## src/rtl/sccb_pkg.sv

```systemverilog
// Shared definitions for the SCCB bridge and its configuration sequencer:
// bridge command/response encodings, table markers and sequencer states.
package sccb_pkg;

  localparam logic [2:0]  CMD_IDLE = 3'b000;
  localparam logic [2:0]  CMD_WR   = 3'b001;
  localparam logic [2:0]  CMD_RD   = 3'b010;

  localparam logic [1:0]  RESP_DVA = 2'b01;

  localparam logic [7:0]  TBL_DELAY_REG = 8'hFE;
  localparam logic [15:0] TBL_END       = 16'hFFFF;

  typedef enum logic [2:0] {
    ST_FETCH,
    ST_DECODE,
    ST_ISSUE,
    ST_BUSY,
    ST_DELAY,
    ST_HOST,
    ST_DRAIN
  } cfg_state_e;

  function automatic logic is_end_entry(input logic [15:0] entry);
    return entry == TBL_END;
  endfunction

  function automatic logic is_delay_entry(input logic [15:0] entry);
    return entry[15:8] == TBL_DELAY_REG;
  endfunction

endpackage

```

## src/rtl/sccb_cfg_delay.sv

```systemverilog
// Loadable down-counter. 'last' flags the final counted cycle, so a load of N
// with 'en' held high yields exactly N enabled cycles up to and including 'last'.
module sccb_cfg_delay #(
  parameter int W = 20
) (
  input  logic         sccb_clk,
  input  logic         sccb_reset_n,
  input  logic         load,
  input  logic [W-1:0] load_val,
  input  logic         en,
  output logic         last
);

  logic [W-1:0] cnt_q;
  logic [W-1:0] cnt_d;

  always_comb begin
    cnt_d = cnt_q;
    if (load) begin
      cnt_d = load_val;
    end else if (en && (cnt_q != '0)) begin
      cnt_d = cnt_q - W'(1);
    end
  end

  always_ff @(posedge sccb_clk or negedge sccb_reset_n) begin
    if (!sccb_reset_n) begin
      cnt_q <= '0;
    end else begin
      cnt_q <= cnt_d;
    end
  end

  assign last = (cnt_q == W'(1));

endmodule

```

## src/rtl/sccb_cfg_sequencer.sv

```systemverilog
// Boot-time SCCB register loader: walks an external ROM table, issues one bridge
// write per entry, then arbitrates the bridge port over to the host requester.
module sccb_cfg_sequencer
  import sccb_pkg::*;
#(
  parameter logic [6:0]  SCCB_ID     = 7'h21,
  parameter int          TBL_AW      = 6,
  parameter int          DELAY_SHIFT = 12,
  parameter logic [19:0] TIMEOUT     = 20'hFFFFF
) (
  input  logic              sccb_clk,
  input  logic              sccb_reset_n,
  input  logic              init_start,
  output logic              init_busy,
  output logic              init_done,
  output logic              init_err,
  output logic [TBL_AW-1:0] tbl_addr,
  input  logic [15:0]       tbl_data,
  output logic [2:0]        mcmd,
  output logic [14:0]       maddr,
  output logic [7:0]        mdata,
  input  logic              scmdaccept,
  input  logic [1:0]        sresp,
  input  logic [7:0]        sdata,
  input  logic [2:0]        host_cmd,
  input  logic [14:0]       host_addr,
  input  logic [7:0]        host_wdata,
  output logic              host_accept,
  output logic [1:0]        host_resp,
  output logic [7:0]        host_rdata
);

  localparam int DLY_W = 8 + DELAY_SHIFT;

  cfg_state_e        state_q, state_d;
  logic [TBL_AW-1:0] tbl_addr_q, tbl_addr_d;
  logic [7:0]        reg_q, reg_d;
  logic [7:0]        val_q, val_d;
  logic              done_q, done_d;
  logic              err_q, err_d;
  logic              pending_q, pending_d;

  logic              dly_load;
  logic              dly_last;
  logic              wdg_load;
  logic              wdg_last;
  logic              advance;

  sccb_cfg_delay #(.W(DLY_W)) u_delay (
    .sccb_clk     (sccb_clk),
    .sccb_reset_n (sccb_reset_n),
    .load         (dly_load),
    .load_val     ({tbl_data[7:0], {DELAY_SHIFT{1'b0}}}),
    .en           (state_q == ST_DELAY),
    .last         (dly_last)
  );

  // Watchdog spans the whole write handshake: command hold plus bridge busy.
  sccb_cfg_delay #(.W(20)) u_watchdog (
    .sccb_clk     (sccb_clk),
    .sccb_reset_n (sccb_reset_n),
    .load         (wdg_load),
    .load_val     (TIMEOUT),
    .en           ((state_q == ST_ISSUE) || (state_q == ST_BUSY)),
    .last         (wdg_last)
  );

  always_comb begin
    state_d    = state_q;
    tbl_addr_d = tbl_addr_q;
    reg_d      = reg_q;
    val_d      = val_q;
    done_d     = done_q;
    err_d      = err_q;
    pending_d  = pending_q;
    dly_load   = 1'b0;
    wdg_load   = 1'b0;
    advance    = 1'b0;

    case (state_q)
      ST_FETCH: begin
        state_d = ST_DECODE;
      end
      ST_DECODE: begin
        reg_d = tbl_data[15:8];
        val_d = tbl_data[7:0];
        if (is_end_entry(tbl_data)) begin
          state_d = ST_HOST;
          done_d  = 1'b1;
        end else if (is_delay_entry(tbl_data)) begin
          if (tbl_data[7:0] == 8'd0) begin
            advance = 1'b1;
          end else begin
            dly_load = 1'b1;
            state_d  = ST_DELAY;
          end
        end else begin
          wdg_load = 1'b1;
          state_d  = ST_ISSUE;
        end
      end
      // The bridge only drops scmdaccept once it has captured the command.
      ST_ISSUE: begin
        if (!scmdaccept) begin
          state_d = ST_BUSY;
        end else if (wdg_last) begin
          state_d = ST_HOST;
          err_d   = 1'b1;
          done_d  = 1'b0;
        end
      end
      ST_BUSY: begin
        if (scmdaccept) begin
          advance = 1'b1;
        end else if (wdg_last) begin
          state_d = ST_HOST;
          err_d   = 1'b1;
          done_d  = 1'b0;
        end
      end
      ST_DELAY: begin
        if (dly_last) begin
          advance = 1'b1;
        end
      end
      // A rerun waits for the host to go quiet so a transfer is never cut.
      ST_HOST: begin
        if (init_start) begin
          pending_d = 1'b1;
        end
        if (pending_q && scmdaccept && (host_cmd == CMD_IDLE)) begin
          state_d = ST_DRAIN;
        end
      end
      ST_DRAIN: begin
        state_d    = ST_FETCH;
        tbl_addr_d = '0;
        done_d     = 1'b0;
        err_d      = 1'b0;
        pending_d  = 1'b0;
      end
      default: begin
        state_d = ST_FETCH;
      end
    endcase

    if (advance) begin
      if (&tbl_addr_q) begin
        state_d = ST_HOST;
        done_d  = 1'b1;
      end else begin
        tbl_addr_d = tbl_addr_q + TBL_AW'(1);
        state_d    = ST_FETCH;
      end
    end
  end

  always_ff @(posedge sccb_clk or negedge sccb_reset_n) begin
    if (!sccb_reset_n) begin
      state_q    <= ST_FETCH;
      tbl_addr_q <= '0;
      reg_q      <= '0;
      val_q      <= '0;
      done_q     <= 1'b0;
      err_q      <= 1'b0;
      pending_q  <= 1'b0;
    end else begin
      state_q    <= state_d;
      tbl_addr_q <= tbl_addr_d;
      reg_q      <= reg_d;
      val_q      <= val_d;
      done_q     <= done_d;
      err_q      <= err_d;
      pending_q  <= pending_d;
    end
  end

  // Bridge port mux: loader write in ISSUE, zero-latency host passthrough in HOST.
  always_comb begin
    mcmd        = CMD_IDLE;
    maddr       = '0;
    mdata       = '0;
    host_accept = 1'b0;
    host_resp   = '0;
    host_rdata  = '0;
    case (state_q)
      ST_ISSUE: begin
        mcmd  = CMD_WR;
        maddr = {SCCB_ID, reg_q};
        mdata = val_q;
      end
      ST_HOST: begin
        mcmd        = host_cmd;
        maddr       = host_addr;
        mdata       = host_wdata;
        host_accept = scmdaccept & ~pending_q;
        host_resp   = sresp;
        host_rdata  = sdata;
      end
      default: begin
      end
    endcase
  end

  assign init_busy = (state_q != ST_HOST) && (state_q != ST_DRAIN);
  assign init_done = done_q;
  assign init_err  = err_q;
  assign tbl_addr  = tbl_addr_q;

endmodule

```

## config.mk

```make
export PLATFORM = sky130hd
export DESIGN_NAME = sccb_cfg_sequencer
export DESIGN_NICKNAME = d
export VERILOG_FILES = /design/src/rtl/sccb_pkg.sv /design/src/rtl/sccb_cfg_delay.sv /design/src/rtl/sccb_cfg_sequencer.sv
export SDC_FILE = /design/constraint.sdc
export NUM_CORES = 1
export LEC_CHECK = 0
export ABC_AREA = 1
export CAP_MARGIN = 20
export CORE_ASPECT_RATIO = 1.4
export CORE_MARGIN = 1
export CORE_UTILIZATION = 45
export DETAILED_ROUTE_END_ITERATION = 6
export PLACE_DENSITY = 0.8
export SYNTH_ARGS = -nofsm -noshare
export SYNTH_HDL_FRONTEND = slang
export SYNTH_SLANG_ARGS = --single-unit
```

## constraint.sdc

```tcl
create_clock -name sccb_clk -period 3.9 [get_ports sccb_clk]
set_clock_uncertainty 0.15 [all_clocks]
set_input_delay 0.78 -clock sccb_clk [delete_from_list [all_inputs] [get_ports sccb_clk]]
set_output_delay 0.78 -clock sccb_clk [all_outputs]
set_load 0.05 [all_outputs]
```

# ---- Word level (Yosys, flattened, before mapping)
# Index checks and enable logic that the tools add are counted.
dict set report totals {
  elab_cells 101
  regBits 68
  output_inout_bits 46
  input_bits 56
}
dict set report classes {
  eq_ne 19
  n_addsub 3
  bitwise_logic 2
  reduce_logical 19
  n_mux 49
}
# op n
set op_table {}
lappend op_table {{$mux W20} 4}
lappend op_table {{$eq A20 B1 Y1 const B} 2}
lappend op_table {{$reduce_bool A20 Y1} 2}
lappend op_table {{$sub A20 B1 Y20 const B} 2}
lappend op_table {{$pmux W15 S2} 1}
lappend op_table {{$mux W3} 9}
lappend op_table {{$mux W1} 23}
lappend op_table {{$mux W6} 3}
lappend op_table {{$pmux W3 S6} 1}
lappend op_table {{$eq A16 B16 Y1 const B} 1}
lappend op_table {{$pmux W8 S2} 1}
lappend op_table {{$ne A3 B3 Y1 const B} 4}
lappend op_table {{$eq A3 B3 Y1 const B} 3}
lappend op_table {{$eq A8 B8 Y1 const B} 1}
lappend op_table {{$logic_not A8 Y1} 1}
lappend op_table {{$mux W8} 1}
lappend op_table {{$ne A2 B2 Y1 const B} 4}
lappend op_table {{$add A6 B1 Y6 const B} 1}
lappend op_table {{$eq A3 B2 Y1 const B} 2}
lappend op_table {{$logic_not A3 Y1} 2}
lappend op_table {{$pmux W1 S3} 2}
lappend op_table {{$pmux W3 S2} 1}
lappend op_table {{$reduce_and A6 Y1} 1}
lappend op_table {{$reduce_bool A2 Y1} 3}
lappend op_table {{13 further kinds} 17}

# ---- Logic depth before layout (Yosys ltp)
dict set report depth {
  ltp_word 7
  mapped_depth 11
}

# ---- Cells and area by module
# From an unflattened synthesis, not the netlist that was laid out.
dict set report hier_totals {
  hier_cells 767
  hier_area_um2 5044.8
}
# module n_inst area_per_inst_um2 cells_each
set by_module_without_submodules {}
lappend by_module_without_submodules {sccb_cfg_delay 2 1559.0 236}
lappend by_module_without_submodules {sccb_cfg_sequencer 1 1926.8 295}

# ---- Worst setup path before layout
# No wires, ideal clock.
dict set report synth_timing {
  path_kind {register to output}
  from {register state_q[1]}
  to {output port host_accept}
  path_slack_ps 918
  t_arrival_ps 2052
  path_buffers 1
  stages_incl_launch_ff 7
  path_cell_list {dfrtp_1 inv_2 nand2_4 nor2_1 inv_1 buf_2 nor3_1}
}
dict set report synth_via {
  elab_chain_cells 2
}
# element line
set synth_rtl {}
lappend synth_rtl {{start, declared} sccb_cfg_sequencer.sv:35} ;# cfg_state_e state_q, state_d;
lappend synth_rtl {{start signal, assigned} sccb_cfg_sequencer.sv:168} ;# state_q <= state_d;
lappend synth_rtl {{$eq A3 B3 Y1} sccb_cfg_sequencer.sv:186} ;# case (state_q)
lappend synth_rtl {{$mux W1} sccb_cfg_sequencer.sv:186}
lappend synth_rtl {{end, declared} sccb_cfg_sequencer.sv:28} ;# output logic host_accept,
# Every way passes these cells.

# ---- Worst setup path in the final report
dict set report layout_timing {
  from {register state_q[2]}
  to {output port maddr[1]}
}
dict set report layout_via {
  elab_chain_cells 2
}
# element line
set layout_rtl {}
lappend layout_rtl {{$eq A3 B3 Y1 / $eq A3 B2 Y1 (equally long branches)} sccb_cfg_sequencer.sv:186}
lappend layout_rtl {{$pmux W15 S2 *} sccb_cfg_sequencer.sv:186}
lappend layout_rtl {{end, declared} sccb_cfg_sequencer.sv:20} ;# output logic [14:0] maddr,
# Every way passes the cells marked *; elsewhere a longest branch is shown, timed or not.

==> run summary <==
In this run the power density over the cells is 718 nW/um2. The number of instances resized during post-cts repair is 0. Setup violations remaining at the end of the flow were counted as 0. The total global-route track usage is between 20% and 30%. The area share of the largest cell type after synthesis came out at 36.5%.

The startpoint kind of the worst setup timing path is a register. Of the synthesized area, sequential elements account for 36.5%. Entering global routing, the biggest net connects 39 pins. The final estimated routing congestion in global placement is 0.911. The average wire length per cell after detail routing came out at 14.1 um. The final count of hold timing violations is 0. The area of the mapped netlist is 4670 um2. The worst pin sits at a relative slew slack of 42.1%. The antenna cell count is 0. The total via count in the routed design is 4950.

The net count of the mapped netlist is between 700 and 800. After floorplanning, the core was sized to cover about 10000 um2. The root buffer cell chosen for the clock tree is sky130_fd_sc_hd__clkbuf_16. The width of the chip is 88.1 um. The run finished with clean final reports.

In the synthesized netlist, the number of instances is 696. The post-route netlist has 8.73% of its cells at a drive strength greater than 1. The achievable frequency came out at 275 MHz. After synthesis, the mean cell area works out to roughly 6.7 um2.

After clock tree synthesis, the clock-pin slew on the worst setup and hold paths is 0.06 ns. For this run, asynchronously set or reset flops after synthesis account for 100%. Counting every sink on the clock net gives between 60 and 70. The average vias per placed instance came out at 5.28. The path class of the tightest hold or removal check is reg2reg.

The count of nets left with antenna violations after detail routing came out at 0. The total routed wirelength is 13.2 mm. Ranked by total cell area, the synthesized netlist is headed by sky130_fd_sc_hd__dfrtp_1 36%, sky130_fd_sc_hd__nand2_1 18%, sky130_fd_sc_hd__nor2_1 8.9%, sky130_fd_sc_hd__inv_1 6.5%, sky130_fd_sc_hd__nand3_1 4.6%.

The boundary pin count came out at 102. The synthesized design contains 0 enable-type register cells. The total of max-cap violations is 0. Setup repair after global routing left no endpoint under its margin.

The area of the die is 10800 um2. The post-route clock period utilization came out at between 90 and 100%. The number of remaining DRC errors came out at 0. The most used flip-flop cell after synthesis is sky130_fd_sc_hd__dfrtp_1. The maximum clock insertion buffer count is 2.

The net count of the finished layout is 860. The required time of the critical path is 2.97 ns. The total clock buffers created by CTS came out at 9.

Setup total negative slack on the finished layout was measured at 0 ns. The worst-case register-to-register setup slack came out at 1.63 ns. The standby leakage power is 3.05 nW. The wire length of the first global-routing pass came out at 21.6 mm. The worst path needs ~3.6 ns of the cycle, external delays included.

The largest total area in the synthesized netlist belongs to sky130_fd_sc_hd__dfrtp_1. The CTS H-tree depth is 3. The initial standard-cell utilization of the core came out at 46.6%. The maximum fanout count along the critical path came out at 17. The number of different library cells used by synthesis comes to 35. Yosys printed 0 warnings.

The flop and latch count out of synthesis is 68. The chip height came out at 122 um. STA classifies the critical path endpoint as an output pin. The cts-stage hold buffer count is 0.

The sum of net half-perimeters after detailed placement came out at 9.94 mm. The worst-margin pin slew came out at 0.869 ns. The number of antenna violations at the first check in global routing is 0. The synthesis-to-layout area growth is 34.1%.

The worst-skew pair later-pin latency is 0.34 ns. The total of fill cells in the finished design is 901. The row count is 43. The starting DRC count in detailed routing is between 300 and 400. The number of optimization iterations in the first detailed-route pass is 5.

Once the clock tree was built, the setup fixing pass inserted 0 buffers. The max-slew violation count is 0. The type of the worst setup path is reg2out. The number of global-route vias before repair came out at 4750. In this run the tool buffered the top-level ports with 101 buffer cells. Measured on the finished design, the core utilization comes to a little over three fifths. TritonCTS built the clock tree. For this run the aggregate overflow at the end of global routing stands at 0. The maximum ir drop on the vdd rail came out at 0.415 mV.

The arrival time of the worst setup path came out at between 2 and 3 ns.
## power by group
group          switching, mW  internal, mW
logic                   1.56         0.820
registers              0.290         0.988
clock network          0.320         0.515
## layer usage
metal	vias up	track usage (%)	share of wire (%)
met5	-	0	0
met4	0	13.8	3.1
met3	35	2.89	4.7
met2	149	46.7	55
met1	2354	29.3	38
li1	2412	-	-
## cell usage in the layout (no fill, tap or decap), drive strengths merged, types with 2 or more instances in the layout
master,instances
nand2,234
clkbuf,11
a21oi,3
nand4,22
xor2,9
ha,7
clkdlybuf4s50,83
nand3,44
xnor2,6
dfrtp,68
nor2,120
inv,90
nor3,9
nand3b,5
o21ai,44
clkinv,2
a22o,15
buf,22
## Yosys cell counts (3+ instances only)
| cell | number |
|---|---|
| sky130_fd_sc_hd__a21oi_1 | 3 |
| sky130_fd_sc_hd__a22o_1 | 15 |
| sky130_fd_sc_hd__buf_2 | 3 |
| sky130_fd_sc_hd__buf_4 | 6 |
| sky130_fd_sc_hd__clkbuf_1 | 4 |
| sky130_fd_sc_hd__dfrtp_1 | 68 |
| sky130_fd_sc_hd__ha_1 | 7 |
| sky130_fd_sc_hd__inv_1 | 81 |
| sky130_fd_sc_hd__inv_2 | 7 |
| sky130_fd_sc_hd__nand2_1 | 228 |
| sky130_fd_sc_hd__nand2_4 | 4 |
| sky130_fd_sc_hd__nand3_1 | 43 |
| sky130_fd_sc_hd__nand3b_1 | 4 |
| sky130_fd_sc_hd__nand4_1 | 22 |
| sky130_fd_sc_hd__nor2_1 | 111 |
| sky130_fd_sc_hd__nor2_2 | 5 |
| sky130_fd_sc_hd__nor2_4 | 3 |
| sky130_fd_sc_hd__nor3_1 | 9 |
| sky130_fd_sc_hd__o21ai_0 | 27 |
| sky130_fd_sc_hd__o21ai_1 | 9 |
| sky130_fd_sc_hd__o21ai_2 | 8 |
| sky130_fd_sc_hd__xnor2_1 | 6 |
| sky130_fd_sc_hd__xor2_1 | 9 |
## state kept, by name, indices dropped and copies added, names as in the netlist
signal            cells
u_delay.cnt_q        20
init_err              1
tbl_addr              6
u_watchdog.cnt_q     20
reg_q                 8
state_q               3
pending_q             1
val_q                 8
init_done             1
## layout make-up
type	instances	area [um2]	share of cell area [%]
inverters	89	337	5.38
flip-flops and latches	68	1700	27.2
multi-input cells	524	2530	40.4
well taps	135	169	2.70
clock buffers	11	243	3.88
repair buffers	105	1220	19.5
clock inverters	5	60.1	0.959
## cell families (layout without fill, tap and decap cells)
family	count (synthesis)	after routing	share of synthesized area (%)
adder cells (fa/ha/maj)	7	7	1.88
XOR/XNOR	15	15	2.82
AND/OR/NAND/NOR	435	435	40.3
AO/OA/AOI/OAI	67	67	9.28
buffers and inverters	104	210	9.30
flip-flops	68	68	36.5
## path summary, 6_finish.rpt
path                                    from              endpoint  cells past startpoint
worst max-delay path              state_q[2]              maddr[1]                      5
worst min-delay path                val_q[2]              val_q[2]                      2
worst max register to register    state_q[2]            state_q[2]                     10
worst min register to register      val_q[2]              val_q[2]                      2
max in group asynchronous       sccb_reset_n  u_watchdog.cnt_q[11]                      2
min in group asynchronous       sccb_reset_n              reg_q[6]                      1
## per-stage QoR
step / total power, mW / hold slack [ns] / setup slack (ns) / instances / area (um2)
3_3_place_gp: 3.55 / 0.313 / 0.585 / 921 / 5960
4_1_cts: 4.49 / 0.328 / 0.269 / 937 / 6260
6_report: 4.50 / 0.327 / 0.261 / 937 / 6260
5_1_grt: 4.81 / 0.351 / 0.156 / 937 / 6260
3_5_place_dp: 3.64 / 0.315 / 0.600 / 921 / 5960
2_1_floorplan: 2.96 / 0.293 / 0.918 / 696 / 4670
## critical path, stage by stage, from the launching register on
cell                              delay (ns)
sky130_fd_sc_hd__dfrtp_1                0.52
sky130_fd_sc_hd__nor2_4                 0.29
sky130_fd_sc_hd__nand2_1                0.24
sky130_fd_sc_hd__inv_2                  0.33
sky130_fd_sc_hd__a22o_1                 0.19
sky130_fd_sc_hd__clkdlybuf4s50_1        0.80
Note: power is estimated with default switching activity, not from simulation.
